### src/rtl/y_frame_serializer.sv
// Captures one Y_WIDTH-bit snapshot per handshake and streams it LSB-first as NUM_BYTES bytes.
// When CHK_EN is set, an XOR checksum byte follows the data bytes. The pad bit y_in[0] is checked.
module y_frame_serializer #(
  parameter int unsigned Y_WIDTH   = 87,
  parameter int unsigned NUM_BYTES = 11,
  parameter bit          CHK_EN    = 1'b1
) (
  input  logic               clk,
  input  logic               rst_n,
  input  logic [Y_WIDTH-1:0] y_in,
  input  logic               y_valid,
  output logic               y_ready,
  output logic [7:0]         tx_data,
  output logic               tx_valid,
  input  logic               tx_ready,
  output logic               tx_last,
  output logic [15:0]        frame_cnt,
  output logic               pad_err
);

  localparam int unsigned SrW  = NUM_BYTES * 8;
  localparam int unsigned IdxW = $clog2(NUM_BYTES + 1);
  localparam logic [IdxW-1:0] LastIdx = IdxW'(NUM_BYTES - 1);

  typedef enum logic [1:0] {StIdle, StSend, StChk} state_e;

  state_e          state_q, state_d;
  logic [SrW-1:0]  shift_q, shift_d;
  logic [IdxW-1:0] idx_q, idx_d;
  logic [7:0]      chk_q, chk_d;
  logic [15:0]     frame_cnt_q, frame_cnt_d;
  logic            pad_err_q, pad_err_d;

  always_ff @(posedge clk) begin
    if (!rst_n) begin
      state_q     <= StIdle;
      shift_q     <= '0;
      idx_q       <= '0;
      chk_q       <= '0;
      frame_cnt_q <= '0;
      pad_err_q   <= 1'b0;
    end else begin
      state_q     <= state_d;
      shift_q     <= shift_d;
      idx_q       <= idx_d;
      chk_q       <= chk_d;
      frame_cnt_q <= frame_cnt_d;
      pad_err_q   <= pad_err_d;
    end
  end

  always_comb begin
    state_d     = state_q;
    shift_d     = shift_q;
    idx_d       = idx_q;
    chk_d       = chk_q;
    frame_cnt_d = frame_cnt_q;
    pad_err_d   = pad_err_q;
    y_ready     = 1'b0;
    tx_valid    = 1'b0;
    tx_data     = 8'h00;
    tx_last     = 1'b0;

    unique case (state_q)
      StIdle: begin
        y_ready = 1'b1;
        if (y_valid) begin
          // Zero-extend so the unused MSBs of the last byte go out as zero.
          shift_d = SrW'(y_in);
          idx_d   = '0;
          chk_d   = 8'h00;
          state_d = StSend;
          if (y_in[0]) begin
            pad_err_d = 1'b1;
          end
        end
      end
      StSend: begin
        tx_valid = 1'b1;
        tx_data  = shift_q[7:0];
        tx_last  = !CHK_EN && (idx_q == LastIdx);
        if (tx_ready) begin
          chk_d   = chk_q ^ shift_q[7:0];
          shift_d = shift_q >> 8;
          idx_d   = idx_q + 1'b1;
          if (idx_q == LastIdx) begin
            if (CHK_EN) begin
              state_d = StChk;
            end else begin
              state_d     = StIdle;
              frame_cnt_d = frame_cnt_q + 16'd1;
            end
          end
        end
      end
      StChk: begin
        tx_valid = 1'b1;
        tx_data  = chk_q;
        tx_last  = 1'b1;
        if (tx_ready) begin
          state_d     = StIdle;
          frame_cnt_d = frame_cnt_q + 16'd1;
        end
      end
      default: state_d = StIdle;
    endcase
  end

  assign frame_cnt = frame_cnt_q;
  assign pad_err   = pad_err_q;

endmodule

### config.mk
export PLATFORM = sky130hd
export DESIGN_NAME = y_frame_serializer
export DESIGN_NICKNAME = d
export VERILOG_FILES = /design/src/rtl/y_frame_serializer.sv
export SDC_FILE = /design/constraint.sdc
export NUM_CORES = 1
export LEC_CHECK = 0
export CORE_MARGIN = 3
export CORE_UTILIZATION = 30
export DETAILED_ROUTE_END_ITERATION = 6
export PLACE_DENSITY = 0.6
export SETUP_SLACK_MARGIN = 0.02
export SLEW_MARGIN = 30
export SYNTH_ARGS = -nofsm -noshare
export SYNTH_HDL_FRONTEND = slang
export SYNTH_SLANG_ARGS = --single-unit
### constraint.sdc
create_clock -name clk -period 2.6 [get_ports clk]
set_clock_uncertainty 0.2 [all_clocks]
set_input_delay 0.26 -clock clk [delete_from_list [all_inputs] [get_ports clk]]
set_output_delay 0.26 -clock clk [all_outputs]
set_load 0.01 [all_outputs]
==> run metrics, run 1 <==
Comb pwr share=44.0%; placed wire-length estimate=9770 um; CTS tree=built; total number of vias=4,518; top post-synthesis cells by area=dfxtp_1, a211oi_2, mux2i_1, nor2_1, a22oi_1; placed instance area=7140 sq um; Sink Count=118; Routed WL=14,000 um; Worst Setup Start Kind=register; Net Count, Synth=675; Die Height=145 um; Critical Path RT=2.14 ns; ys async rst share=0%; library cells used by synthesis=43; CP Max Fanout=9; WL/cell=15.0 um; sequential-to-total area share from yosys stat=41.0%; Clock Root Buffer=clkbuf_16; DR vias/cell=4.87; outcome=finished clean; Lkg Pwr=2.78 nW; global-route wire length before repair=22,500 um; Fin Hold WS=0.286 ns; CP arrival=2.04 ns; pins over their slew limit=0; n_diodes=0; worst setup path class=reg2out; commonest non-fill, non-tap cell in the layout=dfxtp_1; post-route cell area=7820 sq um; vias in the first global route=4,533; MaxCap Viol Count=0; P&R area growth vs syn=35.6%; Peak VDD IR=0.000777 V; clock-pin transition on the worst setup and hold timing paths=0.05 ns; Nets=781; Yosys warnings=0; Post-synth EDFFs=0; period utilization=96.0%; largest net degree at the start of global routing=62; Die ar.=20,900 sq um; Pre-antenna DRT Iters=5; Hold Path End=pad_err; Setup-failing EPs final=0; H-tree depth=4; Max clock buf depth=2; Reg2Reg Depth=7; core area=18,800 sq um; Die X=145 um; final cell count without fillers=928; CP max-delay cell=clkdlybuf4s50_1; layout cells sized above 1=18.4%; share of the synthesized area in the top cell type=41.0%; clk_lat worst skew=0.41 ns; Int Power=6.08 mW; sw frac=37.7%; Flop pwr share=30.8%; synthesized area=5770 sq um; Min-Delay Path Depth=2; RR Startpoint=state_q[0]; Final Critical Period=2.50 ns; # fillers=1,800; # IOs=119; # placed instances=894; Total Power=9.75 mW; Starting Density=30.7%; Num CTS Buffers=17; Synth area leader=dfxtp_1; antenna violations before repair=0; Syn Inst Count=575; row count=50; final hold vios=0; port bufs=118; CTS Hold Bufs=0; critical path, cell by cell=clkinvlp_4 > ha_4 > a22oi_1 > nor2b_1 > clkdlybuf4s50_1; sw power=3.68 mW; RSZ-0062 raised after global routing=yes; R2R setup slack=0.26 ns; ys flop type=dfxtp_1; Placer Congestion=0.777; storage element area=2360 sq um; multi-input logic area=3120 sq um; Slew @ Worst Pin=0.576 ns; Max Fclk=401 MHz; Yosys reg bits=118; Remaining DRCs=0; commonest non-fill, non-tap cells in the layout=dfxtp_1, clkdlybuf4s50_1, nor2_1, mux2i_1, a211oi_2; GRT Total Usage=13.5%; Min-Delay Path Class=reg2reg; total congestion overflow=0; worst r2r dst=state_q[1]; DR iter-0 viols=218; slowest stage delay, CP=0.48 ns; post-route ant nets=0; P per Cell Area=1250 nW/um^2; Syn Area/Cell=10.0 sq um; hold path start=pad_err; max_slew headroom=61.4%; CP endpoint kind=output pin; clock share of power=25.2%
[kinds of logic after synthesis]
family | after synthesis | synth area share [%]
adder cells (fa/ha/maj) | 9 | 1.95
buffers and inverters | 58 | 5.75
XOR/XNOR | 11 | 1.67
AND/OR/NAND/NOR | 165 | 13.6
multiplexers | 81 | 14.1
flip-flops | 118 | 41.0
AO/OA/AOI/OAI | 133 | 22.0
[cells in the mapped netlist (2+ instances only)]
master,count
buf_4,5
nor3_1,2
nand2_1,9
o21ai_0,14
dfxtp_1,118
nor2_1,105
a211oi_1,11
inv_1,13
a22oi_1,17
a21oi_1,17
a211oi_2,69
or3_1,12
clkbuf_1,12
buf_6,10
xor2_1,7
nand4_1,4
buf_2,16
xnor2_1,4
nand2b_1,4
ha_1,9
mux2i_1,81
nor2b_1,9
nand3_1,4
nand3_2,2
nand3b_1,2
and3_1,2
[layout make-up]
type	count	area share, %
timing repair buffer	131	17.5
clock inverter	13	2.30
tap	234	3.74
inverter	14	0.752
clock buffer	19	5.66
sequential	118	30.2
multi-input combinational	399	39.8
[critical path: cells and delay by family (launching register included)]
kind,cells,cell delay (ns)
simple gates,1,0.08
flops,1,0.40
compound gates,1,0.25
buf+inv,2,0.66
fa+ha+maj,1,0.24
[sequential cells by signal (all words and copies together), names as in the netlist]
signal and count:
frame_cnt 16, idx_q 4, chk_q 8, state_q 2
pad_err 1, shift_q 87
[worst max path at each step]
stage | slack [ns] | start | end
3_3_place_gp | 0.40 | y_valid | shift_q[61]
3_5_place_dp | 0.33 | tx_ready | state_q[1]
2_1_floorplan | 0.56 | state_q[0] | shift_q[28]
5_1_grt | -0.002 | state_q[0] | tx_data[6]
6_report | 0.10 | state_q[0] | tx_data[0]
4_1_cts | 0.01 | state_q[1] | tx_data[0]
[metal layers]
metal	vias up	GRT usage, %	wire, um
met4	0	3.73	97
li1	2275	-	-
met5	-	0	0
met2	101	21.9	6650
met1	2135	17.6	6550
met3	7	4.00	666
[stage by stage]
step	setup TNS (ns)	worst slack [ns]	util, %
finish	0	0.104	41.7
global placement	0	0.403	38.0
CTS	0	0.0146	41.4
floorplan	0	0.559	-
global route	-0.00227	-0.00227	41.7
detailed placement	0	0.335	38.0
[power groups by stage]
stage / Sequential, mW / Clock, mW / Combinational, mW
5_1_grt: 3.10 / 2.61 / 4.75
4_1_cts: 3.01 / 2.53 / 4.26
6_report: 3.01 / 2.46 / 4.29
2_1_floorplan: 2.87 / 0 / 3.62
3_3_place_gp: 3.01 / 0 / 4.12
3_5_place_dp: 3.03 / 0 / 4.22
[repair_timing]
| action | CTS | global route |
|---|---|---|
| setup buffers | 0 | 2 |
| cloned | 0 | 0 |
| setup endpoints to repair | 8 | 8 |
| gates resized for setup | 3 | 6 |
| pin swaps | 0 | 1 |
Power figures use the tool's default switching activity.
==> run 2: changes to the inputs <==
--- a/config.mk
+++ b/config.mk
@@ -5,10 +5,11 @@
 export SDC_FILE = /design/constraint.sdc
 export NUM_CORES = 1
 export LEC_CHECK = 0
+export CORE_ASPECT_RATIO = 0.75
 export CORE_MARGIN = 3
-export CORE_UTILIZATION = 30
+export CORE_UTILIZATION = 45
 export DETAILED_ROUTE_END_ITERATION = 6
-export PLACE_DENSITY = 0.6
+export PLACE_DENSITY = 0.8
 export SETUP_SLACK_MARGIN = 0.02
 export SLEW_MARGIN = 30
 export SYNTH_ARGS = -nofsm -noshare
==> run metrics, run 2 (same netlist as run 1, synthesis figures left out) <==
Worst Setup Slack, final=0.125 ns (+0.0208 ns); Reg2Reg Depth=8 (+1); Remaining DRCs=0 (unchanged); max_slew headroom=60.3% (-1.1 points); Starting Density=46.5% (+16 points); CP max-delay cell=clkdlybuf4s50_1; outcome=finished clean; Die Height=104 um (-28%); port bufs=118 (unchanged); commonest non-fill, non-tap cells in the layout=dfxtp_1, clkdlybuf4s50_1, nor2_1, mux2i_1, a211oi_2; Slew @ Worst Pin=0.593 ns (+0.0163 ns); Lkg Pwr=2.72 nW (-2.0%); dpl ws=0.267 ns (-0.0672 ns); R2R setup slack=0.30 ns (+0.04 ns); # placed instances=824 (-7.8%); post-route ant nets=0 (unchanged); CP arrival=2.02 ns (-0.02 ns); Die ar.=14,200 sq um (-32%); layout cells sized above 1=17.6% (-0.84 points); Sink Count=118 (unchanged); row count=35 (-30%); Final Critical Period=2.48 ns (-0.0208 ns); DR vias/cell=5.25 (+7.9%); hold path start=pad_err; worst r2r dst=shift_q[47]; RSZ-0062 raised after global routing=no; DR iter-0 viols=232 (+6.4%); Nets=782 (+0.13%); final hold vios=0 (unchanged); CTS tree=built; max reg flops=87 (unchanged); Clock Root Buffer=clkbuf_16; CP Max Fanout=9 (unchanged); Peak VDD IR=0.000964 V (+24%); Pre-antenna DRT Iters=4 (-1); WL/cell=15.4 um (+2.4%); slowest stage delay, CP=0.55 ns (+0.07 ns); H-tree depth=4 (unchanged); Critical Path RT=2.14 ns (about the same); Num CTS Buffers=17 (unchanged); GRT Total Usage=19.0% (+5.5 points); Setup-failing EPs final=0 (unchanged); final cell count without fillers=859 (-7.4%); Min-Delay Path Class=reg2reg; core area=12,400 sq um (-34%); Max Fclk=404 MHz (+0.84%); Min-Delay Path Depth=2 (unchanged); P per Cell Area=1220 nW/um^2 (-1.9%); n_diodes=0 (unchanged); Hold Path End=pad_err; antenna violations before repair=0 (unchanged); # IOs=119 (unchanged); # fillers=1,011 (-44%); Total Power=9.34 mW (-4.3%); critical path, cell by cell=clkinvlp_4 > ha_4 > nor2b_1 > clkdlybuf4s50_1; worst setup path class=reg2out; total number of vias=4,514 (-0.089%); Top reg by flops=shift_q; clk_lat worst skew=0.40 ns (about the same); CTS Hold Bufs=0 (unchanged); critical path's top delay family=buffers and inverters; pins over their slew limit=0 (unchanged); Routed WL=13,200 um (-5.2%); Worst Setup Start Kind=register; multi-input logic area=3120 sq um (unchanged); CP endpoint kind=output pin; clock-pin transition on the worst setup and hold timing paths=0.05 ns (about the same); Die X=137 um (-5.5%); storage element area=2360 sq um (unchanged); critical path buffer and inverter count=2 (unchanged); RR Startpoint=state_q[1]; Max clock buf depth=2 (unchanged); total congestion overflow=0 (unchanged); period utilization=95.2% (-0.80 points); placed wire-length estimate=9020 um (-7.7%); global-route wire length before repair=22,100 um (-1.7%); Placer Congestion=0.834 (+7.3%); MaxCap Viol Count=0 (unchanged); Fin Hold WS=0.277 ns (-0.00832 ns); Setup TNS Final=0 ns (unchanged); vias in the first global route=4,555 (+0.49%); largest net degree at the start of global routing=83 (+34%); P&R area growth vs syn=32.2%
## run 2: changes by cell type in the layout (fill, tap and decap cells not counted), moves of 2 or more
cell,change
clkinv_4,-2
buf_4,+2
clkinvlp_4,-3
clkbuf_1,+5
bufinv_16,-3
## run 2: worst register-to-register path, delay by kind of cell, from the launching register on
| family | cells | cell delay [ns] |
|---|---|---|
| adders and majority gates | 1 | 0.23 |
| DFF | 1 | 0.36 |
| buffers and inverters | 3 | 0.68 |
| and+or+nand+nor | 3 | 0.55 |
| AOI/OAI and AO/OA | 1 | 0.21 |
## run 2: layout make-up
type	count	area share [%]
Multi-Input combinational cell	399	40.9
Inverter	14	0.771
Timing Repair Buffer	132	17.8
Clock buffer	25	6.23
Clock inverter	5	0.656
Tap cell	166	2.72
Sequential cell	118	31.0
## run 2: per-layer routing
layer / GRT usage, % / wire length [um] / vias up
met5: 0 / 0 / -
met4: 6.40 / 167 / 0
li1: - / - / 2283
met1: 24.9 / 6110 / 2139
met2: 31.1 / 6500 / 80
met3: 3.97 / 453 / 12
## run 2: per-stage QoR
step                area [sq um]  utilization, %
floorplan                   5770               -
global placement            7030            56.7
detailed placement          7030            56.7
CTS                         7600            61.4
global route                7630            61.5
finish                      7630            61.5
## run 2: worst max-delay path by stage
| stage | from | end | slack, ns | cells past startpoint |
|---|---|---|---|---|
| final | state_q[0] | tx_data[6] | 0.12 | 4 |
| after detailed placement | state_q[1] | shift_q[47] | 0.27 | 7 |
| after global routing | state_q[0] | tx_data[4] | 0.03 | 4 |
| after floorplan | state_q[0] | shift_q[28] | 0.56 | 9 |
| after CTS | state_q[1] | tx_data[0] | 0.02 | 4 |
| after global placement | tx_ready | shift_q[33] | 0.37 | 6 |
## run 2: what timing repair did
item / in CTS / in global routing
pin swaps: 1 / 0
endpoints found under the setup margin: 8 / 6
setup buffers: 3 / 2
resized for setup: 5 / 3
## run 2: power breakdown
group	switching, mW	leakage [nW]	total (mW)	internal (mW)
Clock	0.753	0.261	2.10	1.35
Sequential	0.420	0.972	2.98	2.56
Combinational	2.38	1.49	4.26	1.88
